File: src/rtl/algoritmo_param.sv
// Collective-scan elevator dispatcher for a PISOS-floor car: latches hall/cab calls,
// tracks the floor from passing pulses and times the door.
module algoritmo_param #(
  parameter int unsigned PISOS    = 4,
  parameter int unsigned W        = $clog2(PISOS),
  parameter int unsigned T_PUERTA = 8
) (
  input  logic             clk,
  input  logic             reset,
  input  logic [PISOS-1:0] llamada_sube,
  input  logic [PISOS-1:0] llamada_baja,
  input  logic [PISOS-1:0] llamada_cabina,
  input  logic             cambio_piso,
  output logic [PISOS-1:0] pend_sube,
  output logic [PISOS-1:0] pend_baja,
  output logic [PISOS-1:0] pend_cabina,
  output logic [W-1:0]     piso,
  output logic             moviendo,
  output logic             subiendo,
  output logic             puerta_abierta
);

  localparam int unsigned TW = (T_PUERTA > 1) ? $clog2(T_PUERTA) : 1;
  localparam logic [TW-1:0] Carga = TW'(T_PUERTA - 1);
  localparam logic [W-1:0] Tope = W'(PISOS - 1);
  localparam logic [PISOS-1:0] MaskSube = {1'b0, {(PISOS-1){1'b1}}};
  localparam logic [PISOS-1:0] MaskBaja = {{(PISOS-1){1'b1}}, 1'b0};
  localparam logic [PISOS-1:0] Uno = {{(PISOS-1){1'b0}}, 1'b1};

  typedef enum logic [1:0] {StReposo, StMoviendo, StPuerta} estado_e;

  estado_e         estado_q;
  logic [TW-1:0]   timer_q;
  logic            llego_q;  // piso just advanced; stop decision due this cycle

  logic [PISOS-1:0] in_sube, in_baja, todas, sel;
  logic [PISOS-1:0] clr_sube, clr_baja, clr_cab;
  logic             arriba, abajo, aqui, adelante, hall_dir, parada, repique;
  logic [W-1:0]     piso_sig;

  always_comb begin
    in_sube  = llamada_sube & MaskSube;
    in_baja  = llamada_baja & MaskBaja;
    todas    = pend_sube | pend_baja | pend_cabina;
    sel      = Uno << piso;
    arriba   = 1'b0;
    abajo    = 1'b0;
    for (int i = 0; i < int'(PISOS); i++) begin
      if (i > int'(piso)) arriba = arriba | todas[i];
      if (i < int'(piso)) abajo  = abajo | todas[i];
    end
    aqui     = |(todas & sel);
    adelante = subiendo ? arriba : abajo;
    hall_dir = subiendo ? |(pend_sube & sel) : |(pend_baja & sel);
    parada   = |(pend_cabina & sel) | hall_dir | (!adelante && aqui) ||
               (piso == '0) || (piso == Tope);
    // A fresh same-direction or cab press at the open door keeps it open.
    repique  = |(llamada_cabina & sel) | (subiendo ? |(in_sube & sel) : |(in_baja & sel));
    if (subiendo) piso_sig = (piso == Tope) ? piso : piso + W'(1);
    else          piso_sig = (piso == '0) ? piso : piso - W'(1);

    clr_sube = '0;
    clr_baja = '0;
    clr_cab  = '0;
    unique case (estado_q)
      StReposo: begin
        if (aqui) begin
          clr_sube = sel;
          clr_baja = sel;
          clr_cab  = sel;
        end
      end
      StMoviendo: begin
        if (llego_q && parada && aqui) begin
          clr_cab = sel;
          if (subiendo || !adelante)  clr_sube = sel;
          if (!subiendo || !adelante) clr_baja = sel;
        end
      end
      StPuerta: begin
        clr_cab = sel;
        if (subiendo) clr_sube = sel;
        else          clr_baja = sel;
      end
      default: ;
    endcase
  end

  always_ff @(posedge clk) begin
    if (reset) begin
      estado_q       <= StReposo;
      timer_q        <= '0;
      llego_q        <= 1'b0;
      pend_sube      <= '0;
      pend_baja      <= '0;
      pend_cabina    <= '0;
      piso           <= '0;
      moviendo       <= 1'b0;
      subiendo       <= 1'b1;
      puerta_abierta <= 1'b0;
    end else begin
      // Clears only occur at the car floor with the door opening/open, so clear wins.
      pend_sube   <= (pend_sube | in_sube) & ~clr_sube;
      pend_baja   <= (pend_baja | in_baja) & ~clr_baja;
      pend_cabina <= (pend_cabina | llamada_cabina) & ~clr_cab;

      unique case (estado_q)
        StReposo: begin
          if (aqui) begin
            estado_q       <= StPuerta;
            puerta_abierta <= 1'b1;
            timer_q        <= Carga;
          end else if (arriba && (subiendo || !abajo)) begin
            estado_q <= StMoviendo;
            moviendo <= 1'b1;
            subiendo <= 1'b1;
            llego_q  <= 1'b0;
          end else if (abajo) begin
            estado_q <= StMoviendo;
            moviendo <= 1'b1;
            subiendo <= 1'b0;
            llego_q  <= 1'b0;
          end
        end
        StMoviendo: begin
          if (llego_q && parada) begin
            moviendo <= 1'b0;
            llego_q  <= 1'b0;
            if (aqui) begin
              estado_q       <= StPuerta;
              puerta_abierta <= 1'b1;
              timer_q        <= Carga;
            end else begin
              estado_q <= StReposo;
            end
          end else if (cambio_piso) begin
            piso    <= piso_sig;
            llego_q <= 1'b1;
          end else begin
            llego_q <= 1'b0;
          end
        end
        StPuerta: begin
          if (repique) begin
            timer_q <= Carga;
          end else if (timer_q == '0) begin
            estado_q       <= StReposo;
            puerta_abierta <= 1'b0;
          end else begin
            timer_q <= timer_q - TW'(1);
          end
        end
        default: estado_q <= StReposo;
      endcase
    end
  end

endmodule
File: config.mk
export PLATFORM = sky130hd
export DESIGN_NAME = algoritmo_param
export DESIGN_NICKNAME = d
export VERILOG_FILES = /design/src/rtl/algoritmo_param.sv
export SDC_FILE = /design/constraint.sdc
export NUM_CORES = 1
export LEC_CHECK = 0
export BUFFER_PORTS_ARGS = -buffer_cell sky130_fd_sc_hd__buf_2
export CAP_MARGIN = 20
export CORE_MARGIN = 2
export CORE_UTILIZATION = 45
export CTS_BUF_LIST = sky130_fd_sc_hd__clkbuf_8
export DETAILED_ROUTE_END_ITERATION = 8
export HOLD_SLACK_MARGIN = 0.02
export PLACE_DENSITY = 0.68
export RECOVER_POWER = 25
export SLEW_MARGIN = 30
export SYNTH_ARGS = -nofsm -noshare
export SYNTH_HDL_FRONTEND = slang
export SYNTH_SLANG_ARGS = --single-unit
export TNS_END_PERCENT = 100
File: constraint.sdc
create_clock -name clk -period 4.3 [get_ports clk]
set_input_delay 0.645 -clock clk [delete_from_list [all_inputs] [get_ports clk]]
set_output_delay 0.645 -clock clk [all_outputs]
set_load 0.02 [all_outputs]
; ---- Yosys cells after proc, flatten, opt, wreduce, memory -nomap -nowiden
; Cells that the tools add are included.
[classes]
order_cmp = 6
bitwise_logic = 27
add_sub_neg = 3
shift = 1
n_eq_ne = 12
reduce_logical = 32
muxes = 53
[ops]
columns = cell, count
row1 = 4-bit AND, 9
row2 = 4-bit case mux with 3 select lines, 3
row3 = 4-bit 2-to-1 mux, 8
row4 = 4-bit OR reduction, 7
row5 = 1-bit 2-to-1 mux, 23
row6 = 2-bit 2-to-1 mux, 10
row7 = 4-bit OR, 4
row8 = 3-bit 2-to-1 mux, 4
row9 = 2-bit != test (second input constant), 6
row10 = 4-bit inverter, 3
row11 = 4-bit AND reduction, 3
row12 = 3-bit case mux with 3 select lines, 1
row13 = 3-bit AND reduction, 3
row14 = 1-bit OR, 7
row15 = 3-bit != test (second input constant), 2
row16 = 2-bit case mux with 3 select lines, 1
row17 = 1-bit logical OR, 5
row18 = 5-bit AND reduction, 1
row19 = 3-bit by 4-bit AND with 4-bit output, 1
row20 = 2-bit == test (second input constant), 2
row21 = 2-bit greater-than comparator (first input constant), 2
row22 = 1-bit logical AND, 4
row23 = 2-bit logical NOT, 2
row24 = 1-bit by 2-bit less-than comparator with 1-bit output (first input constant), 2
row25 = other kinds (16), 21
[word_totals]
register_bits = 23
elab_cells = 144
out_inout_bits = 17

; ---- Depth between registers and ports, before layout
; Gate-level depths: netlist of run 1.
[depth]
ltp_word = 19
ltp_mapped = 8

; ---- Worst setup path before layout of run 1
; No wires, ideal clock.
[synth_timing]
kind = register to register
from = register piso[1]
to = register timer_q[1]
path_buffers = 1
required_time_ns = 4.161
path_stages_with_launch = 9
slack_ns = 2.081
synth_period_minus_slack_ns = 2.219
t_arrival_ns = 2.080
cell_sequence = dfxtp_1 inv_1 ha_1 buf_2 nand2b_1 o32a_1 a311oi_4 o221a_2 a221oi_1
[synth_between]
elab_chain_cells = 15
[synth_lines]
columns = item, line
row1 = from (decl), 17  ; output logic [W-1:0] piso,
row2 = from (signal assigned), 137  ; piso <= piso_sig;
row3 = 1-bit by 2-bit less-than comparator with 1-bit output / 1-bit by 2-bit greater-than comparator with 1-bit output (equally long branches), "50, 49"
row4 = "1-bit 2-to-1 mux, on equally long branches", "50, 49"
row5 = "1-bit OR, on equally long branches", "50, 49"
row6 = "1-bit 2-to-1 mux, on equally long branches", "50, 49"
row7 = "1-bit OR, on equally long branches", "50, 49"
row8 = "1-bit 2-to-1 mux, on equally long branches", "50, 49"
row9 = 1-bit 2-to-1 mux, 53  ; adelante = subiendo ? arriba : abajo;
row10 = 1-bit logical NOT, 55  ; parada = |(pend_cabina & sel) | hall_dir | (!adelante && aqui) ||
row11 = 1-bit logical AND, 55
row12 = 1-bit OR, 55
row13 = 1-bit logical OR, 55
row14 = 1-bit logical OR, 56  ; (piso == '0) || (piso == Tope);
row15 = 1-bit logical AND, 126  ; if (llego_q && parada) begin
row16 = 2-bit != test (no line), n/a
row17 = 3-bit AND reduction (no line), n/a
row18 = to (signal assigned), 132  ; timer_q <= Carga;
row19 = to (signal assigned), 145  ; timer_q <= Carga;
row20 = to (signal assigned), 150  ; timer_q <= timer_q - TW'(1);
row21 = to (decl), 33  ; logic [TW-1:0] timer_q;
; Parallel ways exist; a longest one is shown, timed or not. The select of a mux whose other input is x is not followed.
; A chain may end at the register's enable or synchronous reset.

; ---- Worst setup path after layout of run 1
[layout_timing]
from = register piso[1]
to = register pend_sube[1]
[layout_between]
elab_chain_cells = 18
[layout_lines]
columns = item, line
row1 = 1-bit by 2-bit less-than comparator with 1-bit output / 1-bit by 2-bit greater-than comparator with 1-bit output (equally long branches), "50, 49"
row2 = "1-bit 2-to-1 mux, on equally long branches", "50, 49"
row3 = "1-bit OR, on equally long branches", "50, 49"
row4 = "1-bit 2-to-1 mux, on equally long branches", "50, 49"
row5 = "1-bit OR, on equally long branches", "50, 49"
row6 = "1-bit 2-to-1 mux, on equally long branches", "50, 49"
row7 = 1-bit 2-to-1 mux, 53
row8 = 1-bit logical NOT, "55, 76"
row9 = 1-bit logical AND, 55
row10 = 1-bit OR, 55
row11 = 1-bit logical OR, 55
row12 = 1-bit logical OR, 56
row13 = 1-bit logical AND (2 in series), 74  ; if (llego_q && parada && aqui) begin
row14 = 4-bit 2-to-1 mux, 74
row15 = 4-bit case mux with 3 select lines *, 65  ; unique case (estado_q)
row16 = 4-bit inverter *, 103  ; pend_sube <= (pend_sube | in_sube) & ~clr_sube;
row17 = 4-bit AND *, 103
row18 = to (signal assigned), 103
row19 = to (decl), 14  ; output logic [PISOS-1:0] pend_sube,
; Mark *: on every way between the ends. The rest lies on a longest branch, timed or not.

==> results of run 1 <==
[placed cells by master, fill, tap and decap left out, types with 4 or more instances in the layout]
| master | count |
|---|---|
| nor2_1 | 19 |
| o21ai_0 | 5 |
| a311oi_1 | 4 |
| nor3_1 | 4 |
| a211oi_1 | 8 |
| o31ai_1 | 10 |
| clkbuf_1 | 10 |
| nand4_1 | 7 |
| inv_1 | 9 |
| buf_2 | 19 |
| ha_1 | 6 |
| nand2_1 | 10 |
| dfxtp_1 | 23 |
| a21oi_1 | 9 |
[flip-flops by register name, summed over array words and instances (netlist names)]
name,flops
pend_baja,4
pend_cabina,4
pend_sube,4
timer_q,3
estado_q,2
piso,2
llego_q,1
moviendo,1
puerta_abierta,1
subiendo,1
[per-layer routing]
layer	vias to the layer above	GRT usage [%]
met3	7	3.41
met2	61	37.9
met1	717	31.7
met4	0	7.76
met5	-	0
li1	718	-
[cell type report]
type | instances | share of cell area (%)
multi-input combinational | 131 | 55.6
sequential | 23 | 28.1
timing repair buffer | 29 | 8.09
tap | 44 | 3.36
clock buffer | 3 | 2.52
inverter | 9 | 2.06
clock inverter | 1 | 0.305
[cells by family after synthesis]
logic type	count (synthesis)	share of synthesized area, %
xor gates and xnor gates	1	0.606
muxes	1	0.692
buffers and inverters	18	5.19
adders and majority gates	6	5.19
AOI/OAI and AO/OA	66	36.8
and+or+nand+nor	57	19.7
DFF	23	31.8
[worst max-delay path: cells and delay by family (launching register included)]
kind / cells / cell delay, ps
flip-flops: 1 / 370
AO/OA/AOI/OAI: 3 / 990
buffers and inverters: 1 / 120
AND/OR/NAND/NOR: 2 / 480
adder cells (fa/ha/maj): 1 / 460
[per-stage QoR]
stage | power [mW] | setup WS (ps) | hold WS (ps)
2_1_floorplan | 0.745 | 2080 | 479
3_3_place_gp | 0.869 | 1850 | 452
3_5_place_dp | 0.881 | 1810 | 461
4_1_cts | 1.03 | 1780 | 472
5_1_grt | 1.11 | 1590 | 513
6_report | 1.03 | 1730 | 475
[worst paths after layout]
path / from / to / depth (start not counted)
max reg2reg: piso[1] / pend_sube[1] / 7
min reg2reg: pend_sube[3] / pend_sube[3] / 2
min: pend_sube[3] / pend_sube[3] / 2
max: piso[1] / pend_sube[1] / 7
[report_power, final]
group	total, mW	switching, mW	internal (mW)
registers	0.355	0.0852	0.270
clock network	0.138	0.0735	0.0648
logic	0.532	0.329	0.203
==> results.cfg, run 1 <==
[run_status]
status = finished clean

[logic_synthesis]
synth_area_mm2 = 0.00145
synth_async_sr_flop_share_pct = 0
netlist.area_leader.share_pct = 31.8
yosys_warnings = 0
synth_nets = 193
seq_area_frac_synth_pct = 31.8
ys_top_cells_by_area = dfxtp_1, ha_1, o31ai_1
yosys.cell_types.count = 46
synth_edf_count = 0
synth_commonest_cells = dfxtp_1, nor2_1, nand2_1, o31ai_1
synth.most_common_cell = dfxtp_1
ys.flop_type = dfxtp_1
syn_inst = 172
syn_avg_cell_area_um2 = 8.41
synth_largest_area_cell = dfxtp_1
ys_ff_latch = 23

[floorplanning]
coreArea_mm2 = 0.00305
die_x_um = 60.7
start_util_pct = 47.4
dieArea_mm2 = 0.00368
io_pins = 32
die_h_um = 60.7
rows = 20

[timing]
min_period_ps = 2570
maxSlewViolCount = 0
finalHoldViolCount = 0
fin_tns_setup_ps = 0
fin_crit_sh_pct = 59.7
slew_headroom_pct = 52.0
finClkSkew_ps = 4.41
setup_viol = 0
rsz0062_at_grt = false
max_freq_mhz = 389
worst_slew_pin_slew_ps = 713

[placed_design]
dpl.hpwl_um = 2830
gp_congestion = 0.894
io_buffer_count = 29
place_area_mm2 = 0.00161
placed_cells = 236

[layout]
nets = 218
diodes = 0
final_cell_area_mm2 = 0.00164
multi_input_area_um2 = 911
area_growth_syn_to_layout_pct = 13.3
layout-drive-gt1-share_pct = 16.3
fin_util_pct = 53.7
fin_cells = 240
num-fill-cells = 317
seq_area_um2 = 460

[detailed_routing]
wl_um = 3910
drtAntennaViolNets = 0
route.detailed.drc = 0
drtIter0Drc = 161
wl_met3_um = 247
highest_layer = met4
vias_per_cell = 6.26
wl_met1_um = 1770
firstDrtPassIters = 4
wire_per_inst_um = 16.3
vias = 1503
met2_wirelength_um = 1830

[worst_setup_path]
worstSetupPathType = flip-flop to flip-flop
crit_fanout = 12
crit_path_cell_trace = inv_1 -> ha_1 -> o31ai_1 -> nand4_1 -> nand3_1 -> o31ai_1 -> a211oi_1
slowest_stage = o31ai_1
cp_data_arrival_time_ps = 2700
endpoint_kind = flip-flop
cp-start-kind = flip-flop
cpPeakStageDelay_ps = 640
cp_common_cell = o31ai_1
r2r_slack_ps = 1730
cp.required_ps = 4430

[clocking]
postCtsHoldBufs = 0
post_cts_resized = 0
cts_sinks = 23
cts.path.max_buffers = 2
cts_tree = built
clk_pin_slew_ps = 90
clkLatencyLatePin_ps = 270
postCtsSetupBuffers = 0
htree_levels = 1
root_buffer = clkbuf_8
numCtsBuffers = 3

[pwr]
total_leakage_power_nw = 0.643
p_per_area_mw_per_mm2 = 625
ir_drop_mv = 0.338

[grt]
gr-usage-all-layers_pct = 23.3
grt_pass1_vias = 1356
grt_max_degree = 21
grt_pass1_wl_um = 6490
overflow = 0
antenna_found_initial = 0

[job]
cap_viol_max_count = 0

[worst_hold_path]
hp-class = flip-flop to flip-flop
No activity file was read; power rests on OpenSTA's default activity.
==> run 2: changes to the inputs <==
Settings changed: PLACE_DENSITY 0.68 to 0.71.
Clock period 4.3 ns to 2.2 ns, I/O delays scaled along.
==> run 2 against run 1 <==
  * Flip-flop and latch count unchanged
  * Register-to-register slack got worse by 1600 ps
  * Hold slack got worse by 140 ps
  * Worst setup slack got worse by 1600 ps
  * Wire length increased by 3.9%
  * Cell area increased by 12%
  * Clock-buffer cell count unchanged
  * Maximum frequency increased by 21%
  * Critical endpoint is now timer_q[1]
  * Largest cell class unchanged
==> results.cfg, run 2 (synthesis results as in run 1) <==
[run_status]
status = finished clean

[worst_setup_path]
cpPeakStageDelay_ps = 370
cp-start-kind = flip-flop
cp-startpoint = piso[1]
cp_top_family = compound AO/OA/AOI/OAI gates
worstSetupPathType = flip-flop to flip-flop
crit_fanout = 5
cp.required_ps = 2340
slowest_stage = or3b_4
r2r-start = piso[1]
crit_buf_inv = 1
crit_path_cell_trace = buf_4 -> ha_2 -> or3b_4 -> o221a_4 -> a311oi_4 -> o221a_2 -> a221oi_1
cp_data_arrival_time_ps = 2260
endpoint_kind = flip-flop

[clocking]
clkLatencyLatePin_ps = 270
numCtsBuffers = 3
cts.path.max_buffers = 2
htree_levels = 1
postCtsHoldBufs = 0
root_buffer = clkbuf_8
cts_sinks = 23
clk_pin_slew_ps = 90
cts_tree = built

[timing]
finClkSkew_ps = 3.88
timing.final.ws_setup_ps = 84.2
fin_crit_sh_pct = 96.2
slew_headroom_pct = 65.0
min_period_ps = 2120
setup_viol = 0
max_freq_mhz = 473
finalHoldViolCount = 0
maxSlewViolCount = 0
fin_tns_setup_ps = 0
worst_slew_pin_slew_ps = 521

[detailed_routing]
route.detailed.drc = 0
vias_per_cell = 6.13
drtIter0Drc = 183
wire_per_inst_um = 15.9
wl_um = 4060
firstDrtPassIters = 5
vias = 1568
drtAntennaViolNets = 0

[grt]
overflow = 0
antenna_found_initial = 0
gr-usage-all-layers_pct = 23.6
grt_pass1_vias = 1424
grt_max_degree = 21
grt_pass1_wl_um = 6530

[layout]
diodes = 0
area_growth_syn_to_layout_pct = 26.8
num-fill-cells = 287
reg_top3 = pend_baja x4, pend_cabina x4, pend_sube x4
nets = 234
fin_cells = 256
fin_util_pct = 60.1
most-common-layout-cells = dfxtp_1, buf_2, nor2_1
layout-drive-gt1-share_pct = 30.2
layout_commonest_cell = dfxtp_1

[job]
cap_viol_max_count = 0

[pwr]
ir_drop_mv = 0.566
total_leakage_power_nw = 0.723
p_per_area_mw_per_mm2 = 1200

[placed_design]
dpl_worst_slack_ps = -43.8
io_buffer_count = 29
placed_cells = 251
gp_congestion = 0.918
dpl.hpwl_um = 2990

[floorplanning]
dieArea_mm2 = 0.00368
die_x_um = 60.7
rows = 20
die_h_um = 60.7
coreArea_mm2 = 0.00305
start_util_pct = 47.4
io_pins = 32

[worst_hold_path]
hp-class = input pin to flip-flop
min_from = cambio_piso
[run 2: path summary, 6_finish.rpt]
kind         slack, ps  cells after the start           end
min                340                      3       llego_q
max                 80                      7    timer_q[1]
max reg2reg         80                      7    timer_q[1]
min reg2reg        470                      2  pend_sube[3]
[run 2: through the flow]
| step | instance area, um2 | hold slack [ps] | power [mW] |
|---|---|---|---|
| after floorplan | 1450 | 479 | 1.46 |
| after global placement | 1720 | 451 | 1.81 |
| after detailed placement | 1720 | 452 | 1.84 |
| after CTS | 1780 | 349 | 2.12 |
| after global routing | 1830 | 350 | 2.36 |
| final | 1830 | 336 | 2.21 |
[run 2: timing repair]
action                                  CTS  global route
endpoints found under the setup margin    4            20
resized for setup                         2            14
pin swaps                                 0             8
setup buffers                             0             1
[run 2: tightest hold or removal path, stage by stage]
cell and delay [ps]:
buf_2 100, nand3_1 60, o32ai_1 70
[run 2: area by class of cell]
| cell class | instances | area (um2) | share of cell area, % |
|---|---|---|---|
| multi-input cells | 131 | 982 | 53.5 |
| flip-flops and latches | 23 | 463 | 25.2 |
| repair buffers | 45 | 254 | 13.8 |
| well taps | 44 | 55.1 | 3.00 |
| clock buffers | 3 | 41.3 | 2.25 |
| inverters | 9 | 33.8 | 1.84 |
| clock inverters | 1 | 5.00 | 0.273 |
[run 2: power by group]
| group | internal [mW] | switching [mW] |
|---|---|---|
| Clock | 0.127 | 0.147 |
| Combinational | 0.538 | 0.725 |
| Sequential | 0.528 | 0.143 |
| Total | 1.19 | 1.01 |
[run 2: per-layer routing]
layer  global-route usage (%)  up-vias  wire [um]
met4                     9.01        0         46
met2                     39.2       47       1990
li1                         -      754          -
met3                     3.20        5        195
met5                        0        -          0
met1                     31.1      762       1830
==> run 3: changes to the inputs <==
Settings changed: BUFFER_PORTS_ARGS -buffer_cell sky130_fd_sc_hd__buf_2 to -buffer_cell sky130_fd_sc_hd__clkbuf_2.
==> run 3 against run 2 <==
  * Cell count unchanged
  * Via count down 0.13%
  * Largest power group unchanged
  * Largest cell class unchanged
  * Cell area down 1.2%
  * Global-route usage up 0.32 points
  * Total power down 2.0%
  * Die area unchanged
  * Clock-buffer cell count unchanged
  * Combinational power down 3%
  * Critical path type unchanged
==> results.cfg, run 3 (synthesis results as in run 1) <==
[timing]
maxSlewViolCount = 0
max_freq_mhz = 474
slew_headroom_pct = 63.1
timing.final.ws_setup_ps = 91.0
min_period_ps = 2110
fin_crit_sh_pct = 95.9
finClkSkew_ps = 1.49
rsz0062_at_grt = true
finalHoldViolCount = 0
setup_viol = 0
worst_slew_pin_slew_ps = 549

[worst_setup_path]
r2r-start = piso[1]
cp_top_family = compound AO/OA/AOI/OAI gates
cp.required_ps = 2380
cpPeakStageDelay_ps = 370
worstRegToRegCells = 7
cp-start-kind = flip-flop
cp-startpoint = piso[1]
endpoint_kind = flip-flop
slowest_stage = or3b_1
r2r_slack_ps = 90
crit_path_cell_trace = buf_4 -> ha_1 -> or3b_1 -> o221a_4 -> a311oi_4 -> o31ai_2 -> a311oi_1
crit_buf_inv = 1
crit_fanout = 5
worstSetupPathType = flip-flop to flip-flop
reg2reg_to = pend_cabina[0]
cp_data_arrival_time_ps = 2290

[layout]
diodes = 0
num-fill-cells = 297
reg_top3 = pend_baja x4, pend_cabina x4, pend_sube x4
fin_util_pct = 59.3
nets = 234
fin_cells = 256
layout_commonest_cell = clkbuf_2
most-common-layout-cells = clkbuf_2, dfxtp_1, nor2_1
area_growth_syn_to_layout_pct = 25.3
layout-drive-gt1-share_pct = 32.1

[grt]
grt_pass1_wl_um = 6670
gr-usage-all-layers_pct = 23.9
grt_max_degree = 21
grtUsageMet2_pct = 39.8
overflow = 0
grt_pass1_vias = 1470
gr-usage-met1_pct = 30.8
antenna_found_initial = 0
grt-busiest-layer = met2
use_met3_pct = 2.77

[detailed_routing]
drtIter0Drc = 156
wl_um = 4010
drtAntennaViolNets = 0
firstDrtPassIters = 4
wire_per_inst_um = 15.6
vias = 1566
vias_per_cell = 6.12
route.detailed.drc = 0

[floorplanning]
dieArea_mm2 = 0.00368
die_h_um = 60.7
coreArea_mm2 = 0.00305
start_util_pct = 47.4
rows = 20
io_pins = 32
die_x_um = 60.7

[pwr]
ir_drop_mv = 0.552
total_leakage_power_nw = 0.752
p_per_area_mw_per_mm2 = 1190
total_power_mw = 2.16

[clocking]
clk_pin_slew_ps = 90
root_buffer = clkbuf_8
cts_sinks = 23
cts.path.max_buffers = 2
clkLatencyLatePin_ps = 270
htree_levels = 1
cts_tree = built
numCtsBuffers = 3
postCtsHoldBufs = 0

[worst_hold_path]
holdPathStages = 3
min_from = cambio_piso
min_to = llego_q
hp-class = input pin to flip-flop

[run_status]
status = finished clean

[placed_design]
placed_cells = 251
dpl_worst_slack_ps = 26.5
dpl.hpwl_um = 3000
io_buffer_count = 29
gp_congestion = 0.938

[job]
cap_viol_max_count = 0
[run 3: changes by cell type in the layout (fill, tap and decap cells not counted), moves of 2 or more]
cell / previous run / this run
clkbuf_1: 9 / 1
a311oi_2: 2 / 0
a311oi_1: 2 / 4
buf_2: 20 / 0
clkbuf_2: 0 / 28
[run 3: layer usage]
metal	vias to the layer above	routed length [um]	share of wire, %
li1	749	-	-
met1	747	1760	44
met2	61	1950	49
met3	9	208	5.2
met4	0	88	2.2
met5	-	0	0
[run 3: timing repair]
item                       CTS  global route
setup endpoints to repair    1            20
gates resized for setup      1             9
setup buffers                0             1
pin swaps                    0             1
[run 3: how the worst max path moves through the flow]
stage                     end  depth (start not counted)
5_1_grt            timer_q[2]                          8
2_1_floorplan      timer_q[1]                          7
3_5_place_dp     pend_baja[1]                          6
4_1_cts            timer_q[1]                          7
6_report       pend_cabina[0]                          7
3_3_place_gp     pend_baja[3]                          8
[run 3: cell type report]
class | instances | area, um2 | share of cell area, %
clock inverter | 1 | 5.00 | 0.276
inverter | 9 | 33.8 | 1.86
timing repair buffer | 45 | 264 | 14.6
tap | 44 | 55.1 | 3.04
sequential | 23 | 463 | 25.6
multi-input combinational | 131 | 950 | 52.4
clock buffer | 3 | 41.3 | 2.28
[run 3: worst reg2reg max path: stages, from the launching register on]
cell and delay (ps):
dfxtp_2 340, buf_4 140, ha_1 190, or3b_1 370, o221a_4 260, a311oi_4 280
o31ai_2 140, a311oi_1 300
[run 3: metrics by stage]
step	instance area [um2]	hold slack (ps)	TNS, ps
after floorplan	1450	479	0
after global placement	1720	453	0
after detailed placement	1720	460	0
after CTS	1770	325	0
after global routing	1810	325	-0.206
final	1810	321	0
[run 3: power breakdown]
group | switching (mW) | internal, mW | total (mW)
combinational | 0.696 | 0.527 | 1.22
sequential | 0.139 | 0.528 | 0.667
clock | 0.146 | 0.127 | 0.273
